### config.mk
export PLATFORM = sky130hd
export DESIGN_NAME = sprite_attr_ram
export DESIGN_NICKNAME = d
export VERILOG_FILES = /design/src/rtl/sprite_attr_ram.sv
export SDC_FILE = /design/constraint.sdc
export NUM_CORES = 1
export LEC_CHECK = 0
export ABC_AREA = 0
export CORE_ASPECT_RATIO = 1.25
export CORE_MARGIN = 2
export CORE_UTILIZATION = 47
export CTS_CLUSTER_SIZE = 28
export DETAILED_ROUTE_END_ITERATION = 16
export SLEW_MARGIN = 10
export SYNTH_ARGS = -nofsm -noshare
export SYNTH_HDL_FRONTEND = slang
export SYNTH_SLANG_ARGS = --single-unit
### constraint.sdc
create_clock -name clk -period 11.95 [get_ports clk]
set_input_delay 1.195 -clock clk [delete_from_list [all_inputs] [get_ports clk]]
set_output_delay 1.195 -clock clk [all_outputs]
set_load 0.05 [all_outputs]
### src/rtl/sprite_attr_ram.sv
// Sprite attribute RAM: 32 bytes in two mapped windows, video-side 1-cycle reads,
// and CPU writes buffered in a 2-entry FIFO that drains only when rd_en is low.
// Optional build macro: SPRITE_RAM_BYPASS_EN (reads see the newest pending write).
module sprite_attr_ram (
    input  logic        clk,
    input  logic        rst,
    input  logic        rd_en,
    input  logic [15:0] sprite_RAM_addr,
    output logic [7:0]  sprite_RAM_din,
    output logic        addr_err,
    output logic [7:0]  err_count,
    input  logic        cpu_wr_valid,
    output logic        cpu_wr_ready,
    input  logic [15:0] cpu_addr,
    input  logic [7:0]  cpu_din
);

    // {hit, index}: A window -> 0..15, B window -> 16..31
    function automatic logic [5:0] map_addr(input logic [15:0] a);
        if (a[15:4] == 12'h4FF)      return {2'b10, a[3:0]};
        else if (a[15:4] == 12'h506) return {2'b11, a[3:0]};
        else                         return 6'd0;
    endfunction

    logic [31:0][7:0] mem;
    logic [1:0][15:0] f_addr;
    logic [1:0][7:0]  f_data;
    logic             rd_ptr, wr_ptr;
    logic [1:0]       count;

    logic       push, pop;
    logic [5:0] rd_map, dr_map;
    logic [7:0] rd_data;

    assign cpu_wr_ready = (count != 2'd2);
    assign push   = cpu_wr_valid && cpu_wr_ready;
    assign pop    = !rd_en && (count != 2'd0);
    assign rd_map = map_addr(sprite_RAM_addr);
    assign dr_map = map_addr(f_addr[rd_ptr]);

    always_comb begin
        rd_data = mem[rd_map[4:0]];
`ifdef SPRITE_RAM_BYPASS_EN
        // Older entry first so the newest match overrides it.
        if (count == 2'd2 && f_addr[rd_ptr] == sprite_RAM_addr)
            rd_data = f_data[rd_ptr];
        if (count != 2'd0 && f_addr[~wr_ptr] == sprite_RAM_addr)
            rd_data = f_data[~wr_ptr];
`endif
    end

    always_ff @(posedge clk or posedge rst) begin
        if (rst) begin
            f_addr <= '0;
            f_data <= '0;
            rd_ptr <= 1'b0;
            wr_ptr <= 1'b0;
            count  <= 2'd0;
        end else begin
            if (push) begin
                f_addr[wr_ptr] <= cpu_addr;
                f_data[wr_ptr] <= cpu_din;
                wr_ptr         <= ~wr_ptr;
            end
            if (pop)
                rd_ptr <= ~rd_ptr;
            count <= count + 2'(push) - 2'(pop);
        end
    end

    // Unmapped drained entries are dropped without touching err_count.
    always_ff @(posedge clk or posedge rst) begin
        if (rst)
            mem <= '0;
        else if (pop && dr_map[5])
            mem[dr_map[4:0]] <= f_data[rd_ptr];
    end

    always_ff @(posedge clk or posedge rst) begin
        if (rst) begin
            sprite_RAM_din <= 8'h00;
            addr_err       <= 1'b0;
            err_count      <= 8'h00;
        end else begin
            addr_err <= rd_en && !rd_map[5];
            if (rd_en) begin
                sprite_RAM_din <= rd_map[5] ? rd_data : 8'h00;
                if (!rd_map[5] && err_count != 8'hFF)
                    err_count <= err_count + 8'd1;
            end
        end
    end

endmodule

* Yosys cells after proc, flatten, opt, wreduce, memory -nomap -nowiden
Index checks and enable logic that the tools add are counted.
** Storage, ports and cells
- Flip-flop bits (word level) :: 325
- Latch bits :: 0
- Bits in writable memories :: 0
- Bits in read-only memories :: 0
- Input port bits :: 44
- Output and inout bits :: 18
- Word-level logic and storage cells :: 90
- Memories :: 0
** Cells by class
- $add $sub $neg :: 3
- $mul :: 0
- Div/mod/pow operators :: 0
- $lt $le $gt $ge :: 6
- Equality and inequality tests :: 6
- Shift operators :: 0
- Mux-type cells :: 20
- Bitwise operators :: 2
- Reduce and logical (&&, ||, !) cells :: 11
** Operator list (number)
- bitwise mux 256 bit :: 1
- == test 12 x 11 -> 1 bit, second input constant :: 4
- two-way mux 16 bit :: 3
- two-way mux 8 bit :: 6
- binary-select mux 8 bit (select 5 bit) :: 1
- demux 8 bit (select 5 bit) :: 1
- bitwise mux 32 bit :: 1
- two-way mux 6 bit :: 4
- bitwise mux 16 bit :: 1
- demux 16 bit (select 1 bit) :: 1
- less-than comparator 5 x 6 -> 1 bit, second input constant :: 2
- adder 8 x 1 -> 8 bit, second input constant :: 1
- demux 8 bit (select 1 bit) :: 1
- != test 8 bit, second input constant :: 1
- logical AND 1 bit :: 7
- greater-or-equal comparator 5 x 1 -> 1 bit, second input constant :: 1
- less-than comparator 1 x 2 -> 1 bit, second input constant :: 2
- adder 2 x 1 -> 2 bit :: 1
- zero test 1 bit :: 2
- != test 2 bit, second input constant :: 1
- NOT 1 bit :: 2
- AND reduction 2 bit :: 1
- nonzero test 2 bit :: 1
- subtractor 2 x 1 -> 2 bit :: 1
- greater-or-equal comparator 1 bit, second input constant :: 1

* Depth between registers and ports, before layout
- Word-level depth :: 10
- Mapped depth :: 10
- Gate-level depth less buffers :: 7

* Worst setup path before layout
OpenSTA, ideal clock, no wires.
- Path kind :: input to register
- Start point :: input port sprite_RAM_addr[8]
- End point :: register sprite_RAM_din[6]
- Arrival time :: 3379 ps
- Required time :: 11828 ps
- Setup slack :: 8450 ps
- Stages :: 9
- Buffers on the path :: 2
- Path through :: or4b_1 or4_4 buf_6 a211o_1 buf_6 nor2_2 o21bai_1 a211o_1 a32o_1
** Between the ends
- Word-level cells in the longest chain between the ends :: 6
- Elaborated cells on any way between the ends :: 7
- Classes of those cells :: eq/ne (2); mux (5)
** Ends and longest elaborated chain
- start, declared :: line 8 : input logic [15:0] sprite_RAM_addr,
- == test 12 x 11 -> 1 bit :: line 21 : else if (a[15:4] == 12'h506) return {2'b11, a[3:0]};
- two-way mux 6 bit :: line 21
- two-way mux 6 bit * :: line 20 : if (a[15:4] == 12'h4FF) return {2'b10, a[3:0]};
- binary-select mux 8 bit (select 5 bit) :: line 42 : rd_data = mem[rd_map[4:0]];
- two-way mux 8 bit (implied by the code) :: line 42
- two-way mux 8 bit * :: line 87 : sprite_RAM_din <= rd_map[5] ? rd_data : 8'h00;
- end signal, assigned :: line 87
- end, declared :: line 9 : output logic [7:0] sprite_RAM_din,
Mark *: on every way between the ends. The rest lies on a longest branch, timed or not. The select of a mux whose other input is x is not followed.
A chain may end at the register's enable or synchronous reset.

* Worst setup path after layout
- Start point :: input port sprite_RAM_addr[8]
- End point :: register sprite_RAM_din[4]
Same word-level chain as after synthesis.

==> impl_metrics.tcl <==
set metrics [dict create \
    port_buffers 61 \
    core-area_um2 31900 \
    cts_buffer_depth 3 \
    die_x_um 165 \
    syn_area_um2 15200 \
    start_util 0.478 \
    grt_pass1_vias 10300 \
    drc 0 \
    hold_class "reg -> reg" \
    synth_top_cell_by_area "dfrtp_1" \
    nets 1269 \
    dieArea_um2 33900 \
    cp_slowest_stage_delay_ns 0.66 \
    leakage_nw 8.13 \
    cts_root_buffer "clkbuf_16" \
    cts_tree "yes" \
    finalSetupViolations 0 \
    dp_hpwl_um 27000 \
    grt_pass1_wl_um 63800 \
    drv_cap 0 \
    synth.top_cell.area_share 0.534 \
    async_flop_share 1.00 \
    yosysMostFrequentCell "mux2_2" \
    ys.flop_type "dfrtp_1" \
    p_comb_frac 0.231 \
    first_pass_iters 5 \
    holdBufCountCts 0 \
    ir_worst_vdd_uv 158 \
    clock_latency_ns 0.53 \
    die_y_um 205 \
    num_vias 10000 \
    wirelength_um 41500 \
    power_w 0.00309 \
    ys_seq_elements 325 \
    status "complete, no violations" \
    worstPathArrival_ns 4.48 \
    ioPinCount 62 \
    synth_common_cells "mux2_2 (328), dfrtp_1 (325), clkbuf_1 (64)" \
    p_int_w 0.00209 \
    p_clk_frac 0.355 \
    ys_seq_area_frac 0.534 \
    grt_setup_unrepaired "no" \
    cts.sinks 325 \
    crit_fanout 15 \
    synth.distinct_cells 68 \
    post-route-period-util 0.340 \
    swShare 0.326 \
    cts_made_buffers 35 \
    final_hold_viol_count 0 \
    post_layout_nonfiller_instances 1659 \
    drv_slew 0 \
    area_growth_syn_to_layout_pct 13.7 \
    startpoint_type "input port" \
    synth_warnings 0 \
    seqPwrFrac 0.415 \
    gp_congestion 0.958 \
    max_clock_freq_mhz 246 \
    finalSetupTns_ns 0 \
    min_period_ns 4.07 \
    grt_max_degree 100 \
    worst-setup-path-type "in -> reg" \
    critical_path.slowest_cell "a21oi_2" \
    grt_overflow 0 \
    cp-end-kind "flop" \
    worstMarginPinSlew_ns 1.10 \
    route.detailed.wl_per_inst_um 25.0 \
    synthCells 1188 \
    clk_pin_slew_ns 0.06 \
    drtAntennaViolNets 0 \
    timing.reg2reg.setup_slack_ns 8.30 \
    place_inst 1597 \
    cp.required_ns 12.36 \
    ctsResizeCount 0 \
    p_per_area_nw_per_um2 179 \
    synth_edf_count 0 \
    post_cts_buffers 0 \
    first_iter_violations 726 \
    skew_ns 0.0194 \
    grt_util_all_layers 0.252 \
    drive_above_1_share 0.342 \
    n_antenna_cell 0 \
    grt_antenna_before_repair 0 \
    rows 73 \
    synth.avg_cell_area_um2 12.8 \
    cts_max_level 2 \
    synthTopCellsByArea "dfrtp_1 (53%), mux2_2 (24%), mux2i_1 (4.0%), clkbuf_1 (1.6%), nand2_1 (1.4%)" \
    power.switching_w 0.00101 \
    syn-num-nets 1235 \
    max_slew_margin 0.260 \
    viasPerCell 6.05 \
    crit_chain "clkdlybuf4s50_1 -> or4b_1 -> or4_4 -> a21oi_2 -> nand2_1 -> o31ai_1 -> a31oi_1 -> or3_1" \
]
## sequential cells by signal, indices dropped and copies added, names as in the netlist
| register | cells |
|---|---|
| rd_ptr | 1 |
| err_count | 8 |
| mem | 256 |
| wr_ptr | 1 |
| count | 2 |
| sprite_RAM_din | 8 |
| f_data | 16 |
| addr_err | 1 |
| f_addr | 32 |
## stage by stage
stage	setup WS (ns)	hold WS (ns)	area, um^2	utilization
6_report	7.88	0.500	17300	0.543
5_1_grt	7.73	0.511	17300	0.543
4_1_cts	7.94	0.501	17300	0.543
3_5_place_dp	7.40	0.487	16200	0.507
3_3_place_gp	7.48	0.481	16200	0.507
2_1_floorplan	1.76	0.468	15200	-
## per-layer routing
| metal | up-vias | GRT usage | part of all wire |
|---|---|---|---|
| met5 | - | 0 | 0 |
| met4 | 0 | 0.0891 | 0.033 |
| met3 | 76 | 0.0458 | 0.060 |
| met2 | 294 | 0.425 | 0.49 |
| met1 | 5185 | 0.326 | 0.41 |
| li1 | 4481 | - | - |
## layout by cell type, fill, tap and decap left out, types with 12 or more instances in the layout
| cell | synthesis | layout |
|---|---|---|
| mux2_2 | 328 | 328 |
| dfrtp_1 | 325 | 325 |
| mux2i_1 | 61 | 61 |
| clkdlybuf4s50_1 | 0 | 58 |
| nand2_1 | 57 | 57 |
| clkbuf_16 | 0 | 37 |
| nor2_1 | 36 | 35 |
| a21oi_1 | 25 | 25 |
| a221oi_1 | 22 | 22 |
| o21ai_0 | 22 | 22 |
| nor3_1 | 21 | 21 |
| inv_1 | 19 | 18 |
| buf_4 | 1 | 17 |
| a211oi_1 | 16 | 16 |
| nor2_2 | 13 | 14 |
| nand3_1 | 12 | 12 |
| o22ai_1 | 12 | 12 |
## critical path, delay by kind of cell
family / cells / cell delay [ns]
AO/OA/AOI/OAI: 3 / 1.04
buffers and inverters: 1 / 0.41
AND/OR/NAND/NOR: 4 / 1.82
## path summary, 6_finish.rpt
| check | endpoint | start | depth (start not counted) |
|---|---|---|---|
| setup / recovery | sprite_RAM_din[4] | sprite_RAM_addr[8] | 8 |
| hold / removal | mem[166] | mem[166] | 1 |
| setup reg to reg | mem[18] | rd_ptr | 9 |
| hold reg to reg | mem[166] | mem[166] | 1 |
| max in group asynchronous | mem[11] | rst | 3 |
| min in group asynchronous | mem[128] | rst | 2 |
## kinds of logic (layout without fill, tap and decap cells)
logic type | Yosys count | count (layout) | share of synthesized area
compound gates | 166 | 166 | 0.0793
xor+xnor | 11 | 11 | 0.00632
fa+ha+maj | 3 | 3 | 0.00246
buf+inv | 101 | 160 | 0.0265
flops | 325 | 325 | 0.534
mux | 393 | 393 | 0.288
simple gates | 189 | 189 | 0.0632
## area by class of cell
type | count | area [um^2]
timing repair buffer | 77 | 718
fill | 2727 | 14600
inverter | 21 | 86.3
tap | 412 | 515
multi-input combinational | 762 | 6700
clock inverter | 5 | 53.8
sequential | 325 | 8130
clock buffer | 57 | 1110
## power by group through the flow
stage,Sequential [W],Clock (W),Combinational [W]
2_1_floorplan,0.00133,0,0.000428
3_3_place_gp,0.00130,0,0.000716
3_5_place_dp,0.00130,0,0.000723
4_1_cts,0.00128,0.00112,0.000725
5_1_grt,0.00130,0.00116,0.000771
6_report,0.00128,0.00110,0.000714
Power figures use the tool's default switching activity.
